File: src/rtl/boot_sequencer.sv
// Boot sequencer: copies the microcode, MLU slice and MLU lookahead images from boot EEPROM into SRAM.
// Define BOOT_CHECKSUM_EN to verify the checksum byte stored after each image in ROM.
module boot_sequencer #(
    parameter int CTRL_BYTES      = 4096,
    parameter int SLICE_BYTES     = 65536,
    parameter int LOOKAHEAD_BYTES = 512,
    parameter int READ_WAIT       = 3,
    parameter int ROM_ADDR_W      = 18
) (
    input  logic                  clk,
    input  logic                  n_rst,
    input  logic [7:0]            rom_data,
    output logic [ROM_ADDR_W-1:0] rom_addr,
    output logic                  rom_n_oe,
    output logic [7:0]            data,
    output logic [16:0]           addr,
    output logic                  control_n_we,
    output logic                  mlu_slice_n_we,
    output logic                  mlu_lookahead_n_we,
    output logic [1:0]            region,
    output logic                  n_booted,
    output logic                  err
);

    localparam int WAIT_W = (READ_WAIT > 1) ? $clog2(READ_WAIT) : 1;
    localparam logic [WAIT_W-1:0] WAIT_LAST  = WAIT_W'(READ_WAIT - 1);
    localparam logic [16:0]       CTRL_LAST  = 17'(CTRL_BYTES - 1);
    localparam logic [16:0]       SLICE_LAST = 17'(SLICE_BYTES - 1);
    localparam logic [16:0]       LOOK_LAST  = 17'(LOOKAHEAD_BYTES - 1);

    if (CTRL_BYTES < 1 || CTRL_BYTES > 131072 || SLICE_BYTES < 1 || SLICE_BYTES > 131072 ||
        LOOKAHEAD_BYTES < 1 || LOOKAHEAD_BYTES > 131072) begin : g_bad_region_size
        $error("boot_sequencer: every region must hold 1..131072 bytes");
    end
    if (READ_WAIT < 1) begin : g_bad_read_wait
        $error("boot_sequencer: READ_WAIT must be at least 1");
    end

`ifdef BOOT_CHECKSUM_EN
    typedef enum logic [2:0] {IDLE, READ, WRITE, HOLD, CHECK, DONE, FAIL} state_t;
`else
    typedef enum logic [2:0] {IDLE, READ, WRITE, HOLD, DONE} state_t;
`endif

    state_t            state;
    state_t            state_next;
    logic [WAIT_W-1:0] wait_cnt;
    logic [16:0]       region_last;
    logic              last_byte;
    logic              read_done;
    logic              reading;
    logic              reading_next;
    logic              next_region;
    logic              rom_step;
`ifdef BOOT_CHECKSUM_EN
    logic [7:0]        sum;
    logic [7:0]        sum_final;
`endif

    always_comb begin
        state_next  = state;
        next_region = 1'b0;
        rom_step    = 1'b0;
        read_done   = (wait_cnt == WAIT_LAST);
        case (region)
            2'd0:    region_last = CTRL_LAST;
            2'd1:    region_last = SLICE_LAST;
            default: region_last = LOOK_LAST;
        endcase
        last_byte = (addr == region_last);
`ifdef BOOT_CHECKSUM_EN
        sum_final = sum + rom_data;
        reading   = (state == READ) || (state == CHECK);
`else
        reading   = (state == READ);
`endif
        case (state)
            IDLE:  state_next = READ;
            READ:  if (read_done) state_next = WRITE;
            WRITE: state_next = HOLD;
            HOLD: begin
                rom_step = 1'b1;
                if (!last_byte) begin
                    state_next = READ;
                end else begin
`ifdef BOOT_CHECKSUM_EN
                    state_next = CHECK;
`else
                    next_region = 1'b1;
                    state_next  = (region == 2'd2) ? DONE : READ;
`endif
                end
            end
`ifdef BOOT_CHECKSUM_EN
            // The checksum byte is consumed like data but never written to an SRAM.
            CHECK: begin
                if (read_done) begin
                    rom_step = 1'b1;
                    if (sum_final == 8'd0) begin
                        next_region = 1'b1;
                        state_next  = (region == 2'd2) ? DONE : READ;
                    end else begin
                        state_next = FAIL;
                    end
                end
            end
`endif
            default: state_next = state;
        endcase
`ifdef BOOT_CHECKSUM_EN
        reading_next = (state_next == READ) || (state_next == CHECK);
`else
        reading_next = (state_next == READ);
`endif
    end

    // Outputs are registered from the next state so strobes and enables never glitch.
    always_ff @(posedge clk or negedge n_rst) begin
        if (!n_rst) begin
            state              <= IDLE;
            wait_cnt           <= '0;
            rom_addr           <= '0;
            rom_n_oe           <= 1'b1;
            data               <= 8'd0;
            addr               <= 17'd0;
            control_n_we       <= 1'b1;
            mlu_slice_n_we     <= 1'b1;
            mlu_lookahead_n_we <= 1'b1;
            region             <= 2'd0;
            n_booted           <= 1'b1;
        end else begin
            state              <= state_next;
            rom_n_oe           <= !reading_next;
            control_n_we       <= !(state_next == WRITE && region == 2'd0);
            mlu_slice_n_we     <= !(state_next == WRITE && region == 2'd1);
            mlu_lookahead_n_we <= !(state_next == WRITE && region == 2'd2);
            n_booted           <= (state_next != DONE);
            if (reading) wait_cnt <= read_done ? '0 : wait_cnt + 1'b1;
            if (state == READ && read_done) data <= rom_data;
            if (rom_step) rom_addr <= rom_addr + 1'b1;
            if (next_region) begin
                addr   <= 17'd0;
                region <= region + 2'd1;
            end else if (state == HOLD && !last_byte) begin
                addr <= addr + 1'b1;
            end
        end
    end

`ifdef BOOT_CHECKSUM_EN
    // Running sum restarts with each region; a failed check latches ERR until reset.
    always_ff @(posedge clk or negedge n_rst) begin
        if (!n_rst) begin
            sum <= 8'd0;
            err <= 1'b0;
        end else begin
            if (next_region) sum <= 8'd0;
            else if (state == READ && read_done) sum <= sum + rom_data;
            if (state_next == FAIL) err <= 1'b1;
        end
    end
`else
    assign err = 1'b0;
`endif

endmodule

File: config.mk
export PLATFORM = sky130hd
export DESIGN_NAME = boot_sequencer
export DESIGN_NICKNAME = d
export VERILOG_FILES = /design/src/rtl/boot_sequencer.sv
export SDC_FILE = /design/constraint.sdc
export NUM_CORES = 1
export LEC_CHECK = 0
export CORE_MARGIN = 2
export CORE_UTILIZATION = 38
export CTS_BUF_LIST = sky130_fd_sc_hd__clkbuf_16
export CTS_CLUSTER_SIZE = 20
export DETAILED_ROUTE_END_ITERATION = 6
export GPL_ROUTABILITY_DRIVEN = 1
export GPL_TIMING_DRIVEN = 0
export PLACE_DENSITY = 0.66
export RECOVER_POWER = 25
export SYNTH_ARGS = -nofsm -noshare
export SYNTH_HDL_FRONTEND = slang
export SYNTH_SLANG_ARGS = --single-unit
File: constraint.sdc
create_clock -name clk -period 2.35 [get_ports clk]
set_input_delay 0.47 -clock clk [delete_from_list [all_inputs] [get_ports clk]]
set_output_delay 0.47 -clock clk [all_outputs]
set_load 0.05 [all_outputs]
==> out/qor.yml <==
clock_network:
  holdBufCountCts: 0
  cts-resized-gates: 0
  cts_buffers: 5
  path_clk_slew_ns: 0.07
  cts_sinks: 55
  cts_tree: "yes"
  htreeDepth: 2
  post_cts_buffers: 0
  clockBufferDepth: 2
  insertion_delay_ns: 0.29
  clock_tree.root_cell: "clkbuf_16"
finish:
  most-common-layout-cells: "clkdlybuf4s50_1, dfrtp_1, nand2_1"
  layout_commonest_cell: "clkdlybuf4s50_1"
  area_delta_synth_final_pct: 33.4
  diodes: 0
  fin_nets: 300
  finalNonFillerCells: 362
  drive_above_1_share_pct: 11.6
grt:
  grt_usage_pct: 14.6
  grt_max_degree: 40
  grt_antenna_before_repair: 0
  grt_pass1_wl_mm: 8.49
  overflow: 0
  grt_pass1_vias: 1879
setup_path:
  crit_fanout: 7
  critPathSlowestCell: "or4_1"
  cp-startpoint: "addr[12]"
  cp.buffers_inverters: 0
  crit_required_ns: 2.52
  rr_startpoint: "addr[12]"
  rr_worst_depth: 4
  critical_path_class: "reg -> reg"
  path_delay_family: "simple AND/OR/NAND/NOR gates"
  worstSetupEndpointType: "register"
  r2r-end: "region[1]"
  r2r_slack_ns: 0.11
  max_stage_delay_ns: 0.54
  cp-start-kind: "register"
  crit_cells: 4
  cp.arrival_ns: 2.41
  path_cells: "or4_1 > mux2_2 > nor4_4 > mux2_1"
yosys:
  syn-num-nets: 233
  yosysSeqAreaShare_pct: 55.5
  synth_area_um2: 2490
  ys_ff_latch: 55
  avgSynthCellArea_um2: 11.5
  yosysUniqueCellTypes: 42
  synth_cells: 217
  yosysWarnings: 0
detailed_routing:
  ant_nets: 0
  dr.pass1.iters: 4
  drt_iter0_markers: 47
  drt-total-wl_mm: 5.01
  drt-wirelength-per-cell_um: 13.8
  drc_errors: 0
  vias_per_cell: 5.02
  vias: 1819
timing:
  finalSetupTns_ns: 0
  hold_viol: 0
  finalClockSkew_ns: 0.00706
  period_needed_ns: 2.24
  rsz0062_at_grt: "false"
  setup_viol: 0
  maxSlewHeadroom_pct: 36.0
  post-route-period-util_pct: 95.5
  holdWs_ns: 0.296
  worst_pin_slew_ns: 0.961
  clock.fmax_mhz: 446
  maxSlewViolCount: 0
floorplanning:
  die_area_um2: 7220
  ioPinCount: 61
  num_rows: 29
  core_area_um2: 6350
  start_util_pct: 39.2
  die_h_um: 85.0
  die_w_um: 85.0
power_and_ir_drop:
  p_leak_nw: 1.38
  ir_drop_mv: 0.359
  power_density_nw_per_um2: 530
place:
  portBuffers: 59
  gp_congestion: 0.712
  placed_cells: 354
  dp_hpwl_mm: 3.53
run_status:
  status: "complete, no violations"
job:
  maxCapViolations: 0
min_path:
  hp-class: "in -> async"
state kept, by name (all words and copies together), names as in the netlist, 2 cells and up:
signal,flops
data,8
addr,17
state,3
wait_cnt,2
rom_addr,18
region,2
area by class of cell:
| type | count | area (um2) |
|---|---|---|
| fillers | 592 | 3030 |
| flip-flops and latches | 55 | 1380 |
| multi-input cells | 150 | 1050 |
| repair buffers | 60 | 589 |
| clock buffers | 5 | 125 |
| well taps | 77 | 96.3 |
| plain buffers | 6 | 32.5 |
| inverters | 6 | 22.5 |
| clock inverters | 3 | 20.0 |
report_power, final:
part           internal, W  total [W]  switching, W
clock             0.000393   0.000721      0.000328
sequential        0.000953   0.000957    0.00000318
combinational    0.0000299  0.0000825     0.0000526
metrics by stage:
| stage | cell area (um2) | total power, W | util [%] | setup WS, ns |
|---|---|---|---|---|
| 2_1_floorplan | 2490 | 0.00101 | - | 0.0690 |
| 3_3_place_gp | 3180 | 0.00106 | 50.0 | -0.908 |
| 3_5_place_dp | 3190 | 0.00106 | 50.3 | 0.117 |
| 4_1_cts | 3340 | 0.00179 | 52.6 | 0.103 |
| 5_1_grt | 3320 | 0.00184 | 52.3 | 0.00492 |
| 6_report | 3320 | 0.00176 | 52.3 | 0.106 |
worst reg2reg max path, cell delays in order (launching register included):
cell and delay, ns:
dfrtp_1 0.46, or4_1 0.54, mux2_2 0.31, nor4_4 0.46, mux2_1 0.36
synth_stat cells:
cell / number / area [um2]
dfrtp_1: 50 / 1250
nand2_1: 20 / 75.1
xnor2_1: 16 / 140
nand4_1: 12 / 75.1
xor2_1: 12 / 105
nor2_1: 10 / 37.5
mux2_2: 9 / 101
o21ai_0: 7 / 35.0
a21oi_1: 6 / 30.0
ha_1: 6 / 75.1
inv_1: 6 / 22.5
nand3_1: 6 / 30.0
nor3_1: 6 / 30.0
dfstp_2: 5 / 131
or3_1: 5 / 31.3
and3_1: 4 / 25.0
a21o_1: 3 / 22.5
and4_1: 3 / 26.3
nand2b_1: 3 / 18.8
or4_1: 3 / 22.5
buf_2: 2 / 10.0
buf_4: 2 / 15.0
clkbuf_1: 2 / 7.51
a211o_1: 1 / 8.76
a221oi_1: 1 / 8.76
a2bb2oi_1: 1 / 8.76
a31o_2: 1 / 8.76
and3b_1: 1 / 8.76
conb_1: 1 / 3.75
mux2_1: 1 / 11.3
nand3b_1: 1 / 7.51
nand4b_1: 1 / 8.76
nor3_2: 1 / 10.0
nor3b_1: 1 / 7.51
nor3b_2: 1 / 12.5
nor4_1: 1 / 6.26
nor4_4: 1 / 21.3
o21bai_1: 1 / 7.51
o31ai_1: 1 / 7.51
or2_1: 1 / 6.26
or3b_2: 1 / 8.76
or4b_2: 1 / 10.0
worst max-delay path by stage:
| stage | endpoint | slack, ns |
|---|---|---|
| floorplan | region[1] | 0.07 |
| global placement | addr[6] | -0.91 |
| detailed placement | data[4] | 0.12 |
| CTS | data[4] | 0.10 |
| global route | data[4] | 0.005 |
| finish | region[1] | 0.11 |
metal layers:
metal	global-route usage, %	wire length [um]	part of all wire, %	vias up
li1	-	-	-	891
met1	18.3	2310	46	874
met2	24.5	2450	49	50
met3	3.89	203	4.1	4
met4	4.62	43	0.86	0
met5	0	0	0	-
cells by family after synthesis:
kind of cell    Yosys count  synth area share [%]
mux                      10                  4.52
flops                    55                  55.5
compound gates           22                  5.53
buf+inv                  12                  2.21
xor+xnor                 28                  9.84
fa+ha+maj                 6                  3.01
other cells               1                 0.151
simple gates             83                  19.2
No activity file was read; power rests on OpenSTA's default activity.
